`src/rtl/mul4x4_sequencer.sv`:
```
`timescale 1ns/1ps
// mul4x4_sequencer
// Builds a WxW unsigned product from (W/4)^2 nibble products, one per cycle,
// using a single external combinational 4x4 multiplier (mul_a/mul_b -> mul_s).
// The product is returned on a valid/ready response channel.
// Optional build macro: MUL_ARB2_EN adds a second request port (req1_*) and a
// round-robin arbiter in front of the shared multiplier.
//
// state | meaning
// ------+-------------------------------------------------------------
// IDLE  | ready for a request; operands latched and accumulator cleared on accept
// CALC  | one nibble partial product accumulated per cycle
// RESP  | product held on resp_p until resp_valid && resp_ready
module mul4x4_sequencer #(
  parameter int W = 8
) (
  input  logic             clk,
  input  logic             rst_n,
  input  logic             req_valid,
  output logic             req_ready,
  input  logic [W-1:0]     req_a,
  input  logic [W-1:0]     req_b,
`ifdef MUL_ARB2_EN
  input  logic             req1_valid,
  output logic             req1_ready,
  input  logic [W-1:0]     req1_a,
  input  logic [W-1:0]     req1_b,
`endif
  output logic             resp_valid,
  input  logic             resp_ready,
  output logic [2*W-1:0]   resp_p,
  output logic             resp_id,
  output logic [3:0]       mul_a,
  output logic [3:0]       mul_b,
  input  logic [7:0]       mul_s
);

  localparam int N  = W / 4;
  localparam int IW = (N > 1) ? $clog2(N) : 1;
  localparam logic [IW-1:0] LAST_IDX = IW'(N - 1);

  typedef enum logic [1:0] {
    IDLE = 2'd0,
    CALC = 2'd1,
    RESP = 2'd2
  } state_t;

  state_t             state_q, state_d;
  logic [W-1:0]       a_q, b_q;
  logic [2*W-1:0]     acc_q;
  logic [2*W-1:0]     pp_shifted;
  logic [2*W-1:0]     acc_sum;
  logic [IW-1:0]      i_q, j_q;
  logic [IW:0]        shamt_nib;
  logic               last_step;
  logic               idle;
  logic               accept;
  logic [W-1:0]       sel_a, sel_b;

  assign idle = (state_q == IDLE);

`ifdef MUL_ARB2_EN
  logic last_grant_q;
  logic grant0, grant1;
  logic resp_id_q;

  // Round-robin grant: on a tie (or with nobody asking) the port not granted
  // last time is favoured, so ready is always offered to exactly one port.
  always_comb begin
    grant0 = 1'b0;
    grant1 = 1'b0;
    if (req_valid && req1_valid) begin
      grant0 = last_grant_q;
      grant1 = ~last_grant_q;
    end else if (req_valid) begin
      grant0 = 1'b1;
    end else if (req1_valid) begin
      grant1 = 1'b1;
    end else begin
      grant0 = last_grant_q;
      grant1 = ~last_grant_q;
    end
  end

  assign req_ready  = idle & grant0;
  assign req1_ready = idle & grant1;
  assign accept     = (req_valid & req_ready) | (req1_valid & req1_ready);
  assign sel_a      = grant1 ? req1_a : req_a;
  assign sel_b      = grant1 ? req1_b : req_b;
  assign resp_id    = resp_id_q;

  // Remember the winner for fairness and tag the response with it.
  always_ff @(posedge clk or negedge rst_n) begin
    if (!rst_n) begin
      last_grant_q <= 1'b1;
      resp_id_q    <= 1'b0;
    end else if (accept) begin
      last_grant_q <= grant1;
      resp_id_q    <= grant1;
    end
  end
`else
  assign req_ready = idle;
  assign accept    = req_valid & req_ready;
  assign sel_a     = req_a;
  assign sel_b     = req_b;
  assign resp_id   = 1'b0;
`endif

  // Partial product for the current nibble pair, shifted to weight 16^(i+j).
  always_comb begin
    mul_a      = 4'd0;
    mul_b      = 4'd0;
    shamt_nib  = {1'b0, i_q} + {1'b0, j_q};
    pp_shifted = (2*W)'(mul_s) << {shamt_nib, 2'b00};
    if (state_q == CALC) begin
      mul_a = a_q[{i_q, 2'b00} +: 4];
      mul_b = b_q[{j_q, 2'b00} +: 4];
    end
  end

  assign acc_sum    = acc_q + pp_shifted;
  assign last_step  = (i_q == LAST_IDX) && (j_q == LAST_IDX);
  assign resp_valid = (state_q == RESP);

  // Next-state decode.
  always_comb begin
    state_d = state_q;
    case (state_q)
      IDLE: if (accept) state_d = CALC;
      CALC: if (last_step) state_d = RESP;
      RESP: if (resp_ready) state_d = IDLE;
      default: state_d = IDLE;
    endcase
  end

  // State register.
  always_ff @(posedge clk or negedge rst_n) begin
    if (!rst_n) state_q <= IDLE;
    else        state_q <= state_d;
  end

  // Operand capture, accumulation, nibble indices and result register.
  always_ff @(posedge clk or negedge rst_n) begin
    if (!rst_n) begin
      a_q    <= '0;
      b_q    <= '0;
      acc_q  <= '0;
      i_q    <= '0;
      j_q    <= '0;
      resp_p <= '0;
    end else begin
      if (idle && accept) begin
        a_q   <= sel_a;
        b_q   <= sel_b;
        acc_q <= '0;
        i_q   <= '0;
        j_q   <= '0;
      end else if (state_q == CALC) begin
        acc_q <= acc_sum;
        if (last_step) begin
          resp_p <= acc_sum;
          i_q    <= '0;
          j_q    <= '0;
        end else if (j_q == LAST_IDX) begin
          j_q <= '0;
          i_q <= i_q + 1'b1;
        end else begin
          j_q <= j_q + 1'b1;
        end
      end
    end
  end

endmodule

```
`config.mk`:
```
export PLATFORM = sky130hd
export DESIGN_NAME = mul4x4_sequencer
export DESIGN_NICKNAME = d
export VERILOG_FILES = /design/src/rtl/mul4x4_sequencer.sv
export SDC_FILE = /design/constraint.sdc
export NUM_CORES = 1
export LEC_CHECK = 0
export CAP_MARGIN = 20
export CORE_UTILIZATION = 35
export CTS_CLUSTER_DIAMETER = 150
export DETAILED_ROUTE_END_ITERATION = 6
export SYNTH_ARGS = -nofsm -noshare
export SYNTH_HDL_FRONTEND = slang
export SYNTH_SLANG_ARGS = --single-unit
```
`constraint.sdc`:
```
create_clock -name clk -period 4.5 [get_ports clk]
set_input_delay 0.9 -clock clk [delete_from_list [all_inputs] [get_ports clk]]
set_output_delay 0.9 -clock clk [all_outputs]
set_load 0.01 [all_outputs]
```
==> metrics, run 1 <==
GRT Residual Overflow=0; hpwl dp=5.107 mm; Period minus WS final=around 3.7 ns; static leakage=between 1.5 and 2 nW; Hold Path Depth=2; Vias/cell=about 5; GPL Wtd Cong=~0.88; TritonCTS clock tree=yes; EDFF count, synth=0; Reg power frac=between 20 and 30%; Num CTS Buffers=5; CP endpoint kind=register; cell mode on critical path=ha_1; first-pass GRT wire length=approximately 12 mm; CP required=4.66 ns; critical path depth in cells=11; vias in the first global route=2,440; port buffer count=53; buffer count from post-CTS setup fixing=0; Max Cap Viol=0; reg2reg start=i_q$_DFFE_PN0P_; Yosys cell types=45; Ys Warns=0; largest net degree at the start of global routing=53; Clk Latency, worst-skew pair=0.31 ns; setup_tns=0 ns; area grow syn2layout=22.42%; worst hold margin=between 0.4 and 0.5 ns; DRC=0; Seq/Total Area, Yosys=42.31%; antenna violations before repair=0; Peak VDD IR=approximately 0.00034 V; achievable frequency=approximately 0.27 GHz; hold_sp=resp_p[6]$_DFFE_PN0P_; GRT Total Usage=around 17%; slew margin rel.=between 30% and 40%; Crit path buffers/inverters=0; Fillers=about 820; worst path arrival time=~3.9 ns; Gate Count Post-Synth=348; final hold vios=0; CTS HTree Levels=2; share of layout cells above drive strength 1=~5.6%; combinational fraction of design power=a little over three fifths; internal reg-to-reg setup slack=roughly 0.79 ns; worst-path cell chain=ha_1 > nor2_1 > and2_1 > ha_1 > fa_1 > a21o_1 > a221oi_2 > o21ai_1 > a41oi_1 > mux2i_1 > o311ai_0; clock sink total=52; maximum fanout along the worst path=8; effective utilization at floorplan=36.87%; Switch Pwr=approximately 1.4 mW; Nets=436; Async SR Flop Fraction=100.0%; CTS max path bufs=2; Avg Inst Size Synth=8.838 µm²; Ports=55; Clk pwr share=about a tenth; Critical R2R Capture=resp_p[14]$_DFFE_PN0P_; DR pass1 iterations=5; 1st-iter DRT viols=82; FP Rows=33; Reg2Reg Depth=11; Synth Register Bits=52; total number of vias=around 2,500; hold buffers post-CTS=0; max incr delay on CP=about 0.52 ns; DRT antenna net count=0; CTS Root Cell=clkbuf_8; CP top delay family=compound AO/OA/AOI/OAI gates; Hold Crit Class=register to register; die height=95.74 µm; Die Wd=roughly 96 µm; Hold Crit Endpoint=resp_p[6]$_DFFE_PN0P_; Pint=approximately 1.6 mW; status=finished, final reports clean; Critical Setup Path Class=register to register; Mapped Area=between 3000 and 4000 µm²; Slew @ Worst Pin=about 1 ns; fin crit share=82.37%; WL per Instance=14.32 µm; ANT cells=0; Layout Skew=between 0.008 and 0.009 ns; CTS-repair resized insts=0; pins over their slew limit=0; critical-path cell with the highest stage delay=dfrtp_1; crit start category=register; RSZ-0062 raised after global routing=no; die area=9166 µm²; Setup-failing EPs final=0; ys flop type=dfrtp_1; Sw Ratio=a little under half; core area=roughly 8300 µm²; Synthesized Nets=roughly 390; CTS clk-pin slew, worst paths=roughly 0.1 ns; pwr dens=794.5 nW/µm²; final wirelength=between 7 and 8 mm
## routing by layer
| layer | up-vias | routed length, µm | part of all wire [%] | track usage (%) |
|---|---|---|---|---|
| met2 | 61 | 3277 | 46 | 27.68 |
| met5 | - | 0 | 0 | 0 |
| li1 | 1281 | - | - | - |
| met4 | 0 | 29 | 0.41 | 4.104 |
| met1 | 1140 | 3454 | 49 | 23.06 |
| met3 | 2 | 356 | 5.0 | 3.397 |
## kinds of logic (layout without fill, tap and decap cells)
kind of cell | count (synthesis) | count (layout) | synth area share, %
AND/OR/NAND/NOR | 145 | 145 | 20.91
AO/OA/AOI/OAI | 74 | 74 | 15.38
flip-flops | 52 | 52 | 42.31
buffers and inverters | 27 | 71 | 3.662
multiplexers | 19 | 19 | 6.306
adder cells (fa/ha/maj) | 17 | 17 | 7.160
XOR/XNOR | 13 | 13 | 4.150
other | 1 | 1 | 0.1219
## Yosys cell counts, types with 2 or more instances
| master | instances | share of area (%) |
|---|---|---|
| nand2_1 | 76 | 9.3 |
| dfrtp_1 | 52 | 42 |
| o21ai_0 | 33 | 5.4 |
| nor2_1 | 21 | 2.6 |
| clkbuf_1 | 18 | 2.2 |
| ha_1 | 16 | 6.5 |
| mux2i_1 | 16 | 5.2 |
| nand3_1 | 16 | 2.6 |
| a21oi_1 | 13 | 2.1 |
| nor3_1 | 10 | 1.6 |
| inv_1 | 7 | 0.85 |
| nor2b_1 | 7 | 1.4 |
| and2_1 | 6 | 1.2 |
| xnor2_1 | 6 | 1.7 |
| xor2_1 | 6 | 1.7 |
| a21o_1 | 4 | 0.98 |
| a22o_1 | 4 | 1.1 |
| and4_2 | 3 | 0.98 |
| mux2_2 | 3 | 1.1 |
| o21a_1 | 3 | 0.73 |
| a31oi_1 | 2 | 0.41 |
| nand2b_1 | 2 | 0.41 |
| nand4_1 | 2 | 0.41 |
## worst register-to-register path, delay by kind of cell (launching register included)
family          cells  cell delay, ns
simple gates        2            0.31
fa+ha+maj           3            1.15
flops               1            0.52
compound gates      5            1.33
mux                 1            0.24
## layout make-up
| cell class | count | area [µm²] | area share, % |
|---|---|---|---|
| sequential | 52 | 1301 | 34.56 |
| clock buffer | 6 | 72.57 | 1.928 |
| multi-input combinational | 269 | 1662 | 44.13 |
| timing repair buffer | 56 | 555.5 | 14.76 |
| clock inverter | 2 | 16.27 | 0.4320 |
| tap | 105 | 131.4 | 3.490 |
| inverter | 7 | 26.28 | 0.6979 |
## registers in the layout, indices dropped and copies added (netlist names)
signal   count
i_q          1
resp_p      16
b_q          8
state_q      2
a_q          8
acc_q       16
j_q          1
## power by group through the flow
stage / registers [mW] / clock network (mW) / logic [mW]
after global routing: 0.875 / 0.309 / 2.10
after floorplan: 0.835 / 0 / 1.31
after global placement: 0.845 / 0 / 1.85
final: 0.842 / 0.277 / 1.87
after CTS: 0.846 / 0.285 / 1.88
after detailed placement: 0.854 / 0 / 1.87
## worst max path at each step
| stage | startpoint | to | slack, ns |
|---|---|---|---|
| 6_report | i_q$_DFFE_PN0P_ | resp_p[14]$_DFFE_PN0P_ | 0.79 |
| 5_1_grt | i_q$_DFFE_PN0P_ | resp_p[14]$_DFFE_PN0P_ | 0.46 |
| 2_1_floorplan | i_q$_DFFE_PN0P_ | resp_p[14]$_DFFE_PN0P_ | 1.31 |
| 3_3_place_gp | mul_s[0] | resp_p[14]$_DFFE_PN0P_ | 0.73 |
| 3_5_place_dp | mul_s[0] | resp_p[14]$_DFFE_PN0P_ | 0.66 |
| 4_1_cts | j_q$_DFFE_PN0P_ | resp_p[14]$_DFFE_PN0P_ | 0.80 |
## through the flow
step	instance area [µm²]	cells	power [mW]	util, %	setup WS [ns]
4_1_cts	3750	496	3.009	44.96	0.7980
5_1_grt	3765	497	3.279	45.14	0.4565
3_5_place_dp	3661	488	2.721	43.89	0.6555
3_3_place_gp	3661	488	2.696	43.89	0.7303
6_report	3765	497	2.991	45.14	0.7935
2_1_floorplan	3075	348	2.146	-	1.314
## cells in the final DEF, fill, tap and decap left out, types with 2 or more instances in the layout
master	netlist	routed
clkdlybuf4s50_1	0	52
a31oi_1	2	2
a21oi_1	13	13
mux2i_1	16	16
inv_1	7	7
nand2_1	76	76
xnor2_1	6	6
ha_1	16	16
nand3_1	16	16
o21ai_0	33	33
xor2_1	6	6
and2_1	6	6
nor3_1	10	10
nand4_1	2	2
a21o_1	4	4
nor2_1	21	21
nand2b_1	2	2
nor2b_1	7	7
dfrtp_1	52	52
a22o_1	4	4
buf_4	1	2
o21a_1	3	3
mux2_2	3	3
clkbuf_8	0	5
and4_2	3	3
Note: power is estimated with default switching activity, not from simulation.
==> run 2, diff against run 1 <==
Clock period 4.5 ns to 3.13 ns, I/O delays scaled along.
==> run 2 against run 1 <==
Clock skew down 0.00079 ns. Design area up 9.2%. Maximum frequency up 24%. Register-to-register slack worse by 0.64 ns.
==> metrics, run 2 (synthesis results as in run 1) <==
static leakage=1.916 nW (+11%); Die Wd=95.74 µm (unchanged); fin crit share=95.21% (+13 points); pins over their slew limit=0 (unchanged); CTS Root Cell=clkbuf_8; die area=9166 µm² (unchanged); commonest cells after routing, fill and taps aside=nand2_1 (76), dfrtp_1 (52), clkdlybuf4s50_1 (52); final wirelength=7.644 mm (+7.4%); port buffer count=53 (unchanged); 1st-iter DRT viols=71 (-13%); crit start category=register; Max Cap Viol=0 (unchanged); Nets=470 (+7.8%); final worst setup slack=0.1499 ns (-0.6436 ns); Slew @ Worst Pin=0.6672 ns (-0.3487 ns); final core utilization=49.29% (+4.2 points); ANT cells=0 (unchanged); pwr dens=1205 nW/µm² (+52%); commonest non-fill, non-tap cell in the layout=nand2_1; wire length on met3=312 µm (-12%); area grow syn2layout=33.69%; CP endpoint kind=register; maximum fanout along the worst path=5 (-3); Layout Skew=0.008114 ns (-0.0007874 ns); Hold Crit Class=input port to async pin; Post-Place Worst Slack=-0.2999 ns (-0.9554 ns); GPL Wtd Cong=0.8808 (-0.10%); Ports=55 (unchanged); DR pass1 iterations=4 (-1); DRT antenna net count=0 (unchanged); Num CTS Buffers=5 (unchanged); Setup-failing EPs final=0 (unchanged); CTS clk-pin slew, worst paths=0.10 ns (about the same); largest net degree at the start of global routing=53 (unchanged); Critical Setup Path Class=register to register; core area=8341 µm² (unchanged); die height=95.74 µm (unchanged); DRT met1 WL=3.681 mm (+6.6%); WL per Instance=14.40 µm (+0.51%); GRT Total Usage=17.74% (+0.78 points); CTS HTree Levels=2 (unchanged); Total Power Consumption=4.954 mW (+66%); antenna violations before repair=0 (unchanged); Peak VDD IR=0.0003955 V (+16%); share of layout cells above drive strength 1=15.73% (+10 points); hpwl dp=5.648 mm (+11%); final hold vios=0 (unchanged); FP Rows=33 (unchanged); TritonCTS clock tree=yes; slew margin rel.=55.52% (+23 points); Clk Latency, worst-skew pair=0.31 ns (about the same); CP required=3.37 ns (-1.29 ns); Fillers=770 (-6.4%); DRC=0 (unchanged); clock sink total=52 (unchanged); worst path arrival time=3.22 ns (-0.65 ns); GRT Residual Overflow=0 (unchanged); vias in the first global route=2,636 (+8.0%); Period minus WS final=2.980 ns (-0.7264 ns); effective utilization at floorplan=36.87% (unchanged); Vias/cell=4.996 (about the same); achievable frequency=0.3356 GHz (+24%); met2 wire len=3.502 mm (+6.9%); status=finished, final reports clean; Max Used Layer=met4; total number of vias=2,653 (+6.8%); CTS max path bufs=2 (unchanged); first-pass GRT wire length=12.50 mm (+4.8%); top flop regs=acc_q: 16 flops, resp_p: 16 flops
==> run 2: changes by cell type in the layout (fill, tap and decap cells not counted), moves of 2 or more <==
cell     change
mux2i_1      -2
a21oi_2      +2
a21oi_1      -2
ha_1         -2
buf_4       +34
==> run 2: cell type report <==
class / instances / area (µm²) / area share (%)
multi-input cells: 269 / 1724 / 41.94
flip-flops and latches: 52 / 1301 / 31.65
repair buffers: 90 / 807.0 / 19.63
well taps: 105 / 131.4 / 3.195
clock buffers: 6 / 82.58 / 2.009
clock inverters: 2 / 38.79 / 0.9434
inverters: 7 / 26.28 / 0.6391
==> run 2: critical path: stages (launching register included) <==
cell,delay [ns]
dfrtp_1,0.43
ha_4,0.30
nor2b_1,0.04
buf_4,0.14
a22o_1,0.26
ha_1,0.36
a21oi_2,0.22
o21ai_2,0.08
a221o_1,0.35
buf_4,0.15
o21a_1,0.16
nor3_1,0.21
mux2i_1,0.21
==> run 2: what timing repair did <==
item,in CTS,in global routing
hold buffers,0,0
setup endpoints to repair,4,11
setup buffers,0,2
pin swaps,0,8
gates resized for setup,3,12
==> run 2: through the flow <==
| step | std cells | setup TNS (ns) | hold WS [ns] | area, µm² |
|---|---|---|---|---|
| after detailed placement | 521 | -1.094 | 0.4615 | 3909 |
| after floorplan | 348 | 0 | 0.3304 | 3077 |
| after global routing | 531 | -0.003482 | 0.4808 | 4111 |
| after CTS | 529 | 0 | 0.4582 | 4045 |
| final | 531 | 0 | 0.4164 | 4111 |
| after global placement | 521 | -0.7453 | 0.4578 | 3909 |
==> run 2: worst paths after layout <==
check	from	end	slack [ns]	depth (start not counted)
max	i_q$_DFFE_PN0P_	acc_q[15]$_DFFE_PN0P_	0.15	12
min	rst_n	resp_p[6]$_DFFE_PN0P_	0.42	2
max reg2reg	i_q$_DFFE_PN0P_	acc_q[15]$_DFFE_PN0P_	0.15	12
min reg2reg	b_q[3]$_DFFE_PN0P_	b_q[3]$_DFFE_PN0P_	0.48	2
max in group asynchronous	rst_n	resp_p[10]$_DFFE_PN0P_	2.25	2
min in group clk	b_q[3]$_DFFE_PN0P_	b_q[3]$_DFFE_PN0P_	0.48	2
==> run 2: metal layers <==
| layer | vias up | GRT usage (%) |
|---|---|---|
| met1 | 1222 | 23.94 |
| met5 | - | 0 |
| li1 | 1351 | - |
| met3 | 12 | 3.081 |
| met4 | 0 | 4.726 |
| met2 | 68 | 29.35 |
==> run 2: report_power, final <==
group	total [mW]	leakage [nW]	switching [mW]	internal (mW)
Clock	0.503	0.0614	0.241	0.262
Sequential	1.18	0.647	0.183	1.00
Combinational	3.27	1.21	1.69	1.58
Total	4.95	1.92	2.11	2.84
==> run 3, diff against run 2 <==
Settings changed: CELL_PAD_IN_SITES_DETAIL_PLACEMENT set to 1, CELL_PAD_IN_SITES_GLOBAL_PLACEMENT set to 2, CORE_UTILIZATION 35 to 29, PLACE_DENSITY_LB_ADDON set to 0.1.
==> run 3 against run 2 <==
Sequential power about the same. Clock skew down 0.0022 ns. Worst hold slack worse by 0.0033 ns. First-iteration DRC count down 18%. Non-clock buffer count up 9. Sequential share of layout area down 0.61 points. Final cell count up 7.5%. Via count up 2.5%. Design area up 2.0%.
==> metrics, run 3 (synthesis results as in run 1) <==
ANT cells=0 (unchanged); fin cells=571 (+7.5%); hpwl dp=6.517 mm (+15%); port buffer count=53 (unchanged); CP required=3.34 ns (-0.03 ns); die height=105.0 µm (+9.7%); Slew @ Worst Pin=0.7310 ns (+0.06386 ns); pwr dens=1202 nW/µm² (-0.21%); largest net degree at the start of global routing=53 (unchanged); Ports=55 (unchanged); hold buffers post-CTS=0 (unchanged); WL per Instance=15.33 µm (+6.5%); die area=11,020 µm² (+20%); RSZ-0062 raised after global routing=yes; worst path arrival time=3.19 ns (-0.03 ns); CTS clk-pin slew, worst paths=0.10 ns (about the same); DRT met1 WL=4.027 mm (+9.4%); Nets=479 (+1.9%); Reg2Reg Depth=11 (-1); Die Wd=105.0 µm (+9.7%); Critical Setup Path Class=register to register; area grow syn2layout=36.33%; Design Area, Final=4193 µm² (+2.0%); DRC=0 (unchanged); GRT Total Usage=16.65% (-1.1 points); met2 wire len=4.425 mm (+26%); commonest non-fill, non-tap cell in the layout=nand2_1; commonest cells after routing, fill and taps aside=nand2_1 (76), dfrtp_1 (52), clkdlybuf4s50_1 (52); Max Used Layer=met4; setup_tns=0 ns (unchanged); FP Rows=37 (+12%); static leakage=1.946 nW (+1.6%); antenna violations before repair=0 (unchanged); pins over their slew limit=0 (unchanged); DRT antenna net count=0 (unchanged); effective utilization at floorplan=29.79% (-7.1 points); first-pass GRT wire length=14.38 mm (+15%); Post-DP Area=4023 µm² (+2.9%); vias in the first global route=2,799 (+6.2%); crit start category=register; fin crit share=95.42% (+0.21 points); Hold Crit Class=input port to async pin; final wirelength=8.754 mm (+15%); DR pass1 iterations=4 (unchanged); top flop regs=acc_q: 16 flops, resp_p: 16 flops; Layout Skew=0.005918 ns (-0.002196 ns); Num CTS Buffers=5 (unchanged); CTS HTree Levels=2 (unchanged); wire length on met3=225 µm (-28%); total number of vias=2,719 (+2.5%); final hold vios=0 (unchanged); CTS Root Cell=clkbuf_8; TritonCTS clock tree=yes; Setup-failing EPs final=0 (unchanged); GRT Residual Overflow=0 (unchanged); Vias/cell=4.762 (-4.7%); Peak VDD IR=0.0004092 V (+3.5%); status=finished, final reports clean; placed cells=562 (+7.9%); achievable frequency=0.3348 GHz (-0.22%); clock sink total=52 (unchanged); slew margin rel.=51.26% (-4.3 points); CP endpoint kind=register; core area=10,320 µm² (+24%); share of layout cells above drive strength 1=17.47% (+1.7 points); Clk Latency, worst-skew pair=0.31 ns (about the same); Period minus WS final=2.987 ns (+0.006658 ns); Max Cap Viol=0 (unchanged); GPL Wtd Cong=0.7910 (-10%); maximum fanout along the worst path=5 (unchanged); final core utilization=40.61% (-8.7 points); 1st-iter DRT viols=58 (-18%); CTS max path bufs=2 (unchanged); Total Power Consumption=5.041 mW (+1.8%)
## run 3: cell count changes in the layout (fill, tap and decap cells not counted), sizes merged
cell / change
buf: +9
clkinvlp: +2
bufinv: -1
clkinv: -1
## run 3: per-stage QoR
step | setup WS (ns) | hold WS [ns]
6_report | 0.1433 | 0.4131
5_1_grt | 0.009365 | 0.4903
4_1_cts | 0.02441 | 0.4638
3_5_place_dp | -0.3659 | 0.4621
3_3_place_gp | -0.2401 | 0.4578
2_1_floorplan | 0.06328 | 0.3304
## run 3: power breakdown
| part | switching, mW | leakage, nW | internal (mW) |
|---|---|---|---|
| Sequential | 0.178 | 0.647 | 1.00 |
| Clock | 0.241 | 0.0434 | 0.180 |
| Combinational | 1.77 | 1.26 | 1.67 |
| Total | 2.19 | 1.95 | 2.86 |
## run 3: layer usage
layer / up-vias / track usage (%)
li1: 1365 / -
met1: 1305 / 21.44
met2: 43 / 29.33
met3: 6 / 2.558
met4: 0 / 3.622
met5: - / 0
## run 3: final timing paths
| check | start | endpoint | slack (ns) |
|---|---|---|---|
| max in group asynchronous | rst_n | acc_q[12]$_DFFE_PN0P_ | 2.22 |
| worst min register to register | a_q[1]$_DFFE_PN0P_ | a_q[1]$_DFFE_PN0P_ | 0.49 |
| worst max register to register | j_q$_DFFE_PN0P_ | resp_p[15]$_DFFE_PN0P_ | 0.14 |
| worst min-delay path | rst_n | resp_p[5]$_DFFE_PN0P_ | 0.41 |
| worst max-delay path | j_q$_DFFE_PN0P_ | resp_p[15]$_DFFE_PN0P_ | 0.14 |
| min in group clk | a_q[1]$_DFFE_PN0P_ | a_q[1]$_DFFE_PN0P_ | 0.49 |
## run 3: worst max-delay path: stages (launching register included)
cell	delay, ns
dfrtp_1	0.42
ha_4	0.31
buf_4	0.13
mux2i_2	0.23
nor2b_1	0.10
ha_1	0.37
a21oi_2	0.19
o21bai_1	0.08
a221o_1	0.35
nor2_2	0.12
xnor3_1	0.31
mux2_2	0.27
## run 3: layout make-up
type	instances	area, µm²
timing repair buffer	99	870.8
fill	1198	6131
multi-input combinational	269	1727
clock inverter	2	15.01
inverter	7	26.28
tap	136	170.2
clock buffer	6	82.58
sequential	52	1301
## run 3: repair_timing
action	CTS	global route
setup buffers	0	1
gates resized for setup	6	7
endpoints found under the setup margin	4	10
pin swaps	1	10
